<file path="src/rtl/jstk_pkg.sv">
// Shared constants, state encoding and TX frame layout for the PmodJSTK responder.
package jstk_pkg;
    localparam int         FRAME_LEN  = 40;
    localparam int         CNT_W      = 6;
    localparam logic [5:0] CMD_PREFIX = 6'b100000;

    typedef enum logic [1:0] {
        ST_IDLE    = 2'd0,
        ST_SHIFT   = 2'd1,
        ST_OVERRUN = 2'd2
    } state_t;

    // Byte order seen by the master: X lo, X hi, Y lo, Y hi, buttons.
    function automatic logic [FRAME_LEN-1:0] tx_frame(input logic [9:0] x,
                                                      input logic [9:0] y,
                                                      input logic [2:0] b);
        return {x[7:0], 6'b0, x[9:8], y[7:0], 6'b0, y[9:8], 5'b0, b};
    endfunction
endpackage

</file>
<file path="src/rtl/jstk_responder_if.sv">
// SPI bus between the PmodJSTK master and the responder.
interface jstk_responder_if;
    logic SS;
    logic SCLK;
    logic MOSI;
    logic MISO;

    modport master (output SS, output SCLK, output MOSI, input MISO);
    modport slave  (input SS, input SCLK, input MOSI, output MISO);
endinterface

</file>
<file path="src/rtl/jstk_sync_edge.sv">
// Multi-flop synchronizer with rise/fall detection on the synchronized level.
module jstk_sync_edge #(
    parameter int   STAGES   = 2,
    parameter logic IDLE_VAL = 1'b0
) (
    input  logic i_clk,
    input  logic i_rst,
    input  logic i_d,
    output logic o_rise,
    output logic o_fall
);
    logic [STAGES-1:0] r_sync;
    logic              r_prev;
    logic [STAGES:0]   r_vld;
    logic              w_q;

    // Edges are suppressed until the chain and r_prev hold real samples, so a
    // line already away from its idle level at reset release is not an edge.
    always_ff @(posedge i_clk or posedge i_rst) begin
        if (i_rst) begin
            r_sync <= {STAGES{IDLE_VAL}};
            r_prev <= IDLE_VAL;
            r_vld  <= '0;
        end else begin
            r_sync[0] <= i_d;
            for (int i = 1; i < STAGES; i++) r_sync[i] <= r_sync[i-1];
            r_prev <= r_sync[STAGES-1];
            r_vld  <= {r_vld[STAGES-1:0], 1'b1};
        end
    end

    assign w_q    = r_sync[STAGES-1];
    assign o_rise = r_vld[STAGES] &  w_q & ~r_prev;
    assign o_fall = r_vld[STAGES] & ~w_q &  r_prev;
endmodule

</file>
<file path="src/rtl/jstk_responder.sv">
// SPI mode-0 responder emulating a PmodJSTK: streams position/buttons, decodes LED command.
module jstk_responder
    import jstk_pkg::*;
#(
    parameter int SYNC_STAGES = 2
) (
    input  logic             CLK,
    input  logic             RST,
    jstk_responder_if.slave  spi,
    input  logic [9:0]       X_POS,
    input  logic [9:0]       Y_POS,
    input  logic [2:0]       BTNS,
    output logic [1:0]       LED_CMD,
    output logic             CMD_VALID,
    output logic             FRAME_DONE
);
    state_t               r_state, w_state_nxt;
    logic [FRAME_LEN-1:0] r_tx, w_tx_nxt;
    logic [FRAME_LEN-1:0] r_rx, w_rx_nxt;
    logic [CNT_W-1:0]     r_cnt, w_cnt_nxt;
    logic [1:0]           r_led, w_led_nxt;
    logic                 r_cmd_vld, w_cmd_nxt;
    logic                 r_done, w_done_nxt;
    logic [SYNC_STAGES-1:0] r_mosi_sync;
    logic                 w_ss_rise, w_ss_fall, w_sclk_rise, w_sclk_fall, w_mosi;

    jstk_sync_edge #(.STAGES(SYNC_STAGES), .IDLE_VAL(1'b1)) u_ss (
        .i_clk(CLK), .i_rst(RST), .i_d(spi.SS), .o_rise(w_ss_rise), .o_fall(w_ss_fall)
    );
    jstk_sync_edge #(.STAGES(SYNC_STAGES), .IDLE_VAL(1'b0)) u_sclk (
        .i_clk(CLK), .i_rst(RST), .i_d(spi.SCLK), .o_rise(w_sclk_rise), .o_fall(w_sclk_fall)
    );

    always_ff @(posedge CLK or posedge RST) begin
        if (RST) begin
            r_mosi_sync <= '0;
        end else begin
            r_mosi_sync[0] <= spi.MOSI;
            for (int i = 1; i < SYNC_STAGES; i++) r_mosi_sync[i] <= r_mosi_sync[i-1];
        end
    end
    assign w_mosi = r_mosi_sync[SYNC_STAGES-1];

    always_ff @(posedge CLK or posedge RST) begin
        if (RST) begin
            r_state   <= ST_IDLE;
            r_tx      <= '0;
            r_rx      <= '0;
            r_cnt     <= '0;
            r_led     <= 2'b00;
            r_cmd_vld <= 1'b0;
            r_done    <= 1'b0;
        end else begin
            r_state   <= w_state_nxt;
            r_tx      <= w_tx_nxt;
            r_rx      <= w_rx_nxt;
            r_cnt     <= w_cnt_nxt;
            r_led     <= w_led_nxt;
            r_cmd_vld <= w_cmd_nxt;
            r_done    <= w_done_nxt;
        end
    end

    always_comb begin
        w_state_nxt = r_state;
        w_tx_nxt    = r_tx;
        w_rx_nxt    = r_rx;
        w_cnt_nxt   = r_cnt;
        w_led_nxt   = r_led;
        w_cmd_nxt   = 1'b0;
        w_done_nxt  = 1'b0;
        case (r_state)
            ST_IDLE: begin
                if (w_ss_fall) begin
                    w_state_nxt = ST_SHIFT;
                    w_tx_nxt    = tx_frame(X_POS, Y_POS, BTNS);
                    w_rx_nxt    = '0;
                    w_cnt_nxt   = '0;
                end
            end
            ST_SHIFT: begin
                // SS edge wins over any SCLK edge seen in the same cycle.
                if (w_ss_rise) begin
                    w_state_nxt = ST_IDLE;
                    if (r_cnt == CNT_W'(FRAME_LEN)) begin
                        w_done_nxt = 1'b1;
                        if (r_rx[FRAME_LEN-1 -: 6] == CMD_PREFIX) begin
                            w_led_nxt = r_rx[FRAME_LEN-7 -: 2];
                            w_cmd_nxt = 1'b1;
                        end
                    end
                end else begin
                    if (w_sclk_rise) begin
                        if (r_cnt == CNT_W'(FRAME_LEN)) begin
                            w_state_nxt = ST_OVERRUN;
                        end else begin
                            w_rx_nxt  = {r_rx[FRAME_LEN-2:0], w_mosi};
                            w_cnt_nxt = r_cnt + 1'b1;
                        end
                    end
                    if (w_sclk_fall) w_tx_nxt = {r_tx[FRAME_LEN-2:0], 1'b0};
                end
            end
            ST_OVERRUN: begin
                if (w_ss_rise) w_state_nxt = ST_IDLE;
            end
            default: w_state_nxt = ST_IDLE;
        endcase
    end

    assign spi.MISO   = (r_state == ST_SHIFT) & r_tx[FRAME_LEN-1];
    assign LED_CMD    = r_led;
    assign CMD_VALID  = r_cmd_vld;
    assign FRAME_DONE = r_done;
endmodule

</file>
<file path="src/flat_wrapper.sv">
// flat-port wrapper written by rule: the top's interface ports become plain ports
module jstk_responder_flat import jstk_pkg::*;
#(
    parameter int SYNC_STAGES = 2
)
  (CLK, RST, X_POS, Y_POS, BTNS, LED_CMD, CMD_VALID, FRAME_DONE, spi_SS, spi_SCLK, spi_MOSI, spi_MISO);
  jstk_responder_if spi_i ();
  input  logic CLK;
  input  logic RST;
  input  logic [9:0] X_POS;
  input  logic [9:0] Y_POS;
  input  logic [2:0] BTNS;
  output logic [1:0] LED_CMD;
  output logic CMD_VALID;
  output logic FRAME_DONE;
  input wire logic [$bits(spi_i.SS)-1:0] spi_SS;
  input wire logic [$bits(spi_i.SCLK)-1:0] spi_SCLK;
  input wire logic [$bits(spi_i.MOSI)-1:0] spi_MOSI;
  output wire logic [$bits(spi_i.MISO)-1:0] spi_MISO;
  assign spi_i.SS = spi_SS;
  assign spi_i.SCLK = spi_SCLK;
  assign spi_i.MOSI = spi_MOSI;
  assign spi_MISO = spi_i.MISO;
  jstk_responder #(.SYNC_STAGES(SYNC_STAGES)) u_core (.CLK(CLK), .RST(RST), .spi(spi_i), .X_POS(X_POS), .Y_POS(Y_POS), .BTNS(BTNS), .LED_CMD(LED_CMD), .CMD_VALID(CMD_VALID), .FRAME_DONE(FRAME_DONE));
endmodule
</file>
<file path="config.mk">
export PLATFORM = sky130hd
export DESIGN_NAME = jstk_responder_flat
export DESIGN_NICKNAME = d
export VERILOG_FILES = /design/src/rtl/jstk_pkg.sv /design/src/rtl/jstk_responder_if.sv /design/src/rtl/jstk_sync_edge.sv /design/src/rtl/jstk_responder.sv /design/src/flat_wrapper.sv
export SDC_FILE = /design/constraint.sdc
export NUM_CORES = 1
export LEC_CHECK = 0
export CAP_MARGIN = 15
export CELL_PAD_IN_SITES_DETAIL_PLACEMENT = 0
export CELL_PAD_IN_SITES_GLOBAL_PLACEMENT = 1
export CORE_MARGIN = 5
export CORE_UTILIZATION = 28
export CTS_BUF_LIST = sky130_fd_sc_hd__clkbuf_8 sky130_fd_sc_hd__clkbuf_16
export DETAILED_ROUTE_END_ITERATION = 12
export DONT_BUFFER_PORTS = 1
export GPL_ROUTABILITY_DRIVEN = 0
export MAX_ROUTING_LAYER = met4
export PLACE_DENSITY = 0.48
export SLEW_MARGIN = 10
export SYNTH_ARGS = -nofsm -noshare
export SYNTH_HDL_FRONTEND = slang
export SYNTH_SLANG_ARGS = --single-unit
</file>
<file path="constraint.sdc">
create_clock -name CLK -period 10.1 [get_ports CLK]
set_input_delay 2.02 -clock CLK [delete_from_list [all_inputs] [get_ports CLK]]
set_output_delay 2.02 -clock CLK [all_outputs]
set_load 0.03 [all_outputs]
</file>
==> impl_metrics.py <==
metrics = {
    "global_routing": {
        "grt_pass1_vias": 3073,
        "grt_pass1_wl_mm": 16.0,
        "antenna_found_initial": 0,
        "overflow": 0,
        "grt_max_degree": 60,
        "track_usage": 0.105,
    },
    "finish": {
        "drive_gt1_frac": 0.150,
        "syn_to_final_growth_pct": 9.92,
        "num_antenna_cells": 0,
        "stdcell_count": 634,
        "fin_nets": 439,
    },
    "floorplanning": {
        "dieArea_sq_mm": 0.0192,
        "num_rows": 47,
        "die_h_um": 139,
        "core_area_sq_mm": 0.0164,
        "num_io_pins": 33,
        "start_util": 0.283,
        "die_w_um": 139,
    },
    "sta": {
        "layout_min_cycle_time_ns": 3.98,
        "worst_slew_pin_slew_ns": 0.887,
        "setup_viol": 0,
        "drv_slew": 0,
        "skew_ns": 0.00592,
        "hold_viol": 0,
        "setup_tns_ns": 0,
        "max_freq_mhz": 251,
        "relSlewSlack": 0.407,
        "finalCritPeriodShare": 0.394,
        "rsz0062_at_grt": "false",
    },
    "worst_setup_path": {
        "endpoint_kind": "primary output",
        "cp_data_required_time_ns": 8.08,
        "crit_path_start_kind": "register",
        "path_class": "reg -> out",
        "crit_fanout": 52,
        "critical_path_arrival_ns": 1.96,
    },
    "cts": {
        "cts_num_sinks": 103,
        "post_cts_buffers": 0,
        "h-tree-depth": 3,
        "path_clk_slew_ns": 0.07,
        "cts_root_buf": "clkbuf_16",
        "cts_buffers": 9,
        "cts_hold_buffers": 0,
        "cts_tree": "done",
        "ctsResizeCount": 0,
        "insertion_delay_ns": 0.35,
        "clock_path_buffers": 2,
    },
    "placement": {
        "hpwl_mm": 5.08,
        "io_buffers": 0,
        "dp.cells": 618,
    },
    "route": {
        "drt_iter0_drc": 152,
        "route.antenna.remaining_nets": 0,
        "vias": 2888,
        "routedWlPerCell_um": 14.5,
        "postRouteWirelength_mm": 9.20,
        "vias_per_cell": 4.56,
        "drc_errors": 0,
        "drt_first_pass_iters": 4,
    },
    "yosys": {
        "ys_seq_area_frac": 0.556,
        "ys_warn_count": 0,
        "netlist_instances": 422,
        "ys_ff_latch": 103,
        "synth_top_flop_cell": "dfrtp_1",
        "synthArstFlopShare": 1.00,
        "synth_area_leaders": "dfrtp_1, mux2_4, nand2_1, mux2i_1, o41ai_1",
        "synth.most_common_cell": "dfrtp_1",
        "synth_edf_count": 0,
        "yosys.area.top_type": "dfrtp_1",
        "synth_nets": 452,
        "avgSynthCellArea_sq_um": 11.0,
        "synthTopCellsByCount": "dfrtp_1, nand2_1, inv_1, mux2i_1, o21ai_0",
        "syn_area_sq_mm": 0.00464,
        "netlist.area_leader.share": 0.539,
        "synth_cell_types": 33,
    },
    "power": {
        "pwr-share-comb": 0.225,
        "p_int_mw": 0.795,
        "power.density_mw_per_mm2": 220,
        "p_switching_mw": 0.330,
        "ir_drop_mv": 0.0893,
        "swShare": 0.293,
        "p_leak_nw": 2.38,
        "clockPowerShare": 0.292,
        "seq_power_share": 0.483,
    },
    "status": {
        "status": "completed",
    },
    "run": {
        "cap_violations": 0,
    },
    "hold_path": {
        "hold_class": "reg -> reg",
    },
}
## per-stage QoR
step                      cell area [sq um]  worst slack [ns]   util  hold slack, ns  total power, mW
after floorplan                        4640              5.38      -           0.331            0.762
after global placement                 4830              6.50  0.294           0.333            0.806
after detailed placement               4830              6.47  0.294           0.336            0.809
after CTS                              5100              6.08  0.311           0.352             1.15
after global routing                   5100              5.98  0.311           0.357             1.20
final                                  5100              6.12  0.311           0.349             1.12
## worst max-delay path, stage by stage (launching register included)
cell and delay, ns:
dfrtp_1 0.48, nor2b_4 0.18, buf_4 0.53, and2_1 0.41
## area by class of cell
type / instances / area, sq um
clock inverter: 7 / 48.8
fill: 1682 / 11300
tap: 220 / 275
sequential: 103 / 2580
inverter: 35 / 134
multi-input combinational: 254 / 1790
clock buffer: 9 / 225
timing repair buffer: 6 / 45.0
## cells by family (layout without fill, tap and decap cells)
logic type | after synthesis | in the layout | synth area share
flip-flops | 103 | 103 | 0.556
buffers and inverters | 65 | 57 | 0.0634
AND/OR/NAND/NOR | 125 | 125 | 0.117
multiplexers | 63 | 63 | 0.167
adder cells (fa/ha/maj) | 2 | 2 | 0.00539
AO/OA/AOI/OAI | 63 | 63 | 0.0906
other | 1 | 1 | 0.000808
## path summary, 6_finish.rpt
kind                                                 startpoint                               to  slack, ns  cells after the start
worst max-delay path              u_core.r_state[0]$_DFFE_PP0P_                         spi_MISO       6.12                      3
worst min-delay path            u_core.r_mosi_sync[0]$_DFF_PP0_  u_core.r_mosi_sync[1]$_DFF_PP0_       0.35                      0
worst max register to register    u_core.r_state[0]$_DFFE_PP0P_      u_core.r_rx[32]$_DFFE_PP0P_       7.42                      6
worst min register to register  u_core.r_mosi_sync[0]$_DFF_PP0_  u_core.r_mosi_sync[1]$_DFF_PP0_       0.35                      0
max in group asynchronous                                   RST      u_core.r_cnt[3]$_DFFE_PP0P_       7.31                      2
min in group asynchronous                                   RST       u_core.r_tx[1]$_DFFE_PP0P_       1.60                      1
## power by group through the flow
stage | combinational (mW) | clock [mW] | sequential, mW
2_1_floorplan | 0.223 | 0 | 0.539
3_3_place_gp | 0.257 | 0 | 0.549
3_5_place_dp | 0.258 | 0 | 0.551
4_1_cts | 0.260 | 0.344 | 0.544
5_1_grt | 0.288 | 0.361 | 0.554
6_report | 0.253 | 0.328 | 0.543
## placed cells by master (no fill, tap or decap), drive strengths merged
cell,count
nor2b,3
o41ai,20
clkbuf,9
ha,2
a21oi,3
nand2b,4
dfrtp,100
and3,1
nor4,2
nand2,94
conb,1
mux2,30
o32a,1
nand3b,3
inv,36
o41a,1
clkinv,2
a31oi,2
buf,6
clkinvlp,4
mux2i,33
or3b,1
o2bb2ai,1
o21ai,30
nor2,11
and4,1
o31ai,5
nand3,4
and2,1
dfstp,3
## routing by layer
layer  GRT usage  vias to the layer above  part of all wire
met5           -                        -                 0
met4      0.0263                        0             0.011
met3      0.0397                        7             0.039
met2       0.162                       30              0.47
met1       0.131                     1456              0.48
li1            -                     1395                 -
## registers in the layout, indices dropped and copies added, names as in the netlist
register              cells
u_core.r_tx              40
u_core.r_state            2
u_core.CMD_VALID          1
u_core.FRAME_DONE         1
u_core.u_ss.r_sync        2
u_core.LED_CMD            2
u_core.u_ss.r_vld         2
u_core.r_mosi_sync        2
u_core.u_sclk.r_sync      2
u_core.u_ss.r_prev        1
u_core.r_rx              40
u_core.u_sclk.r_vld       1
u_core.r_cnt              6
u_core.u_sclk.r_prev      1
(Power assumes the default switching activity.)
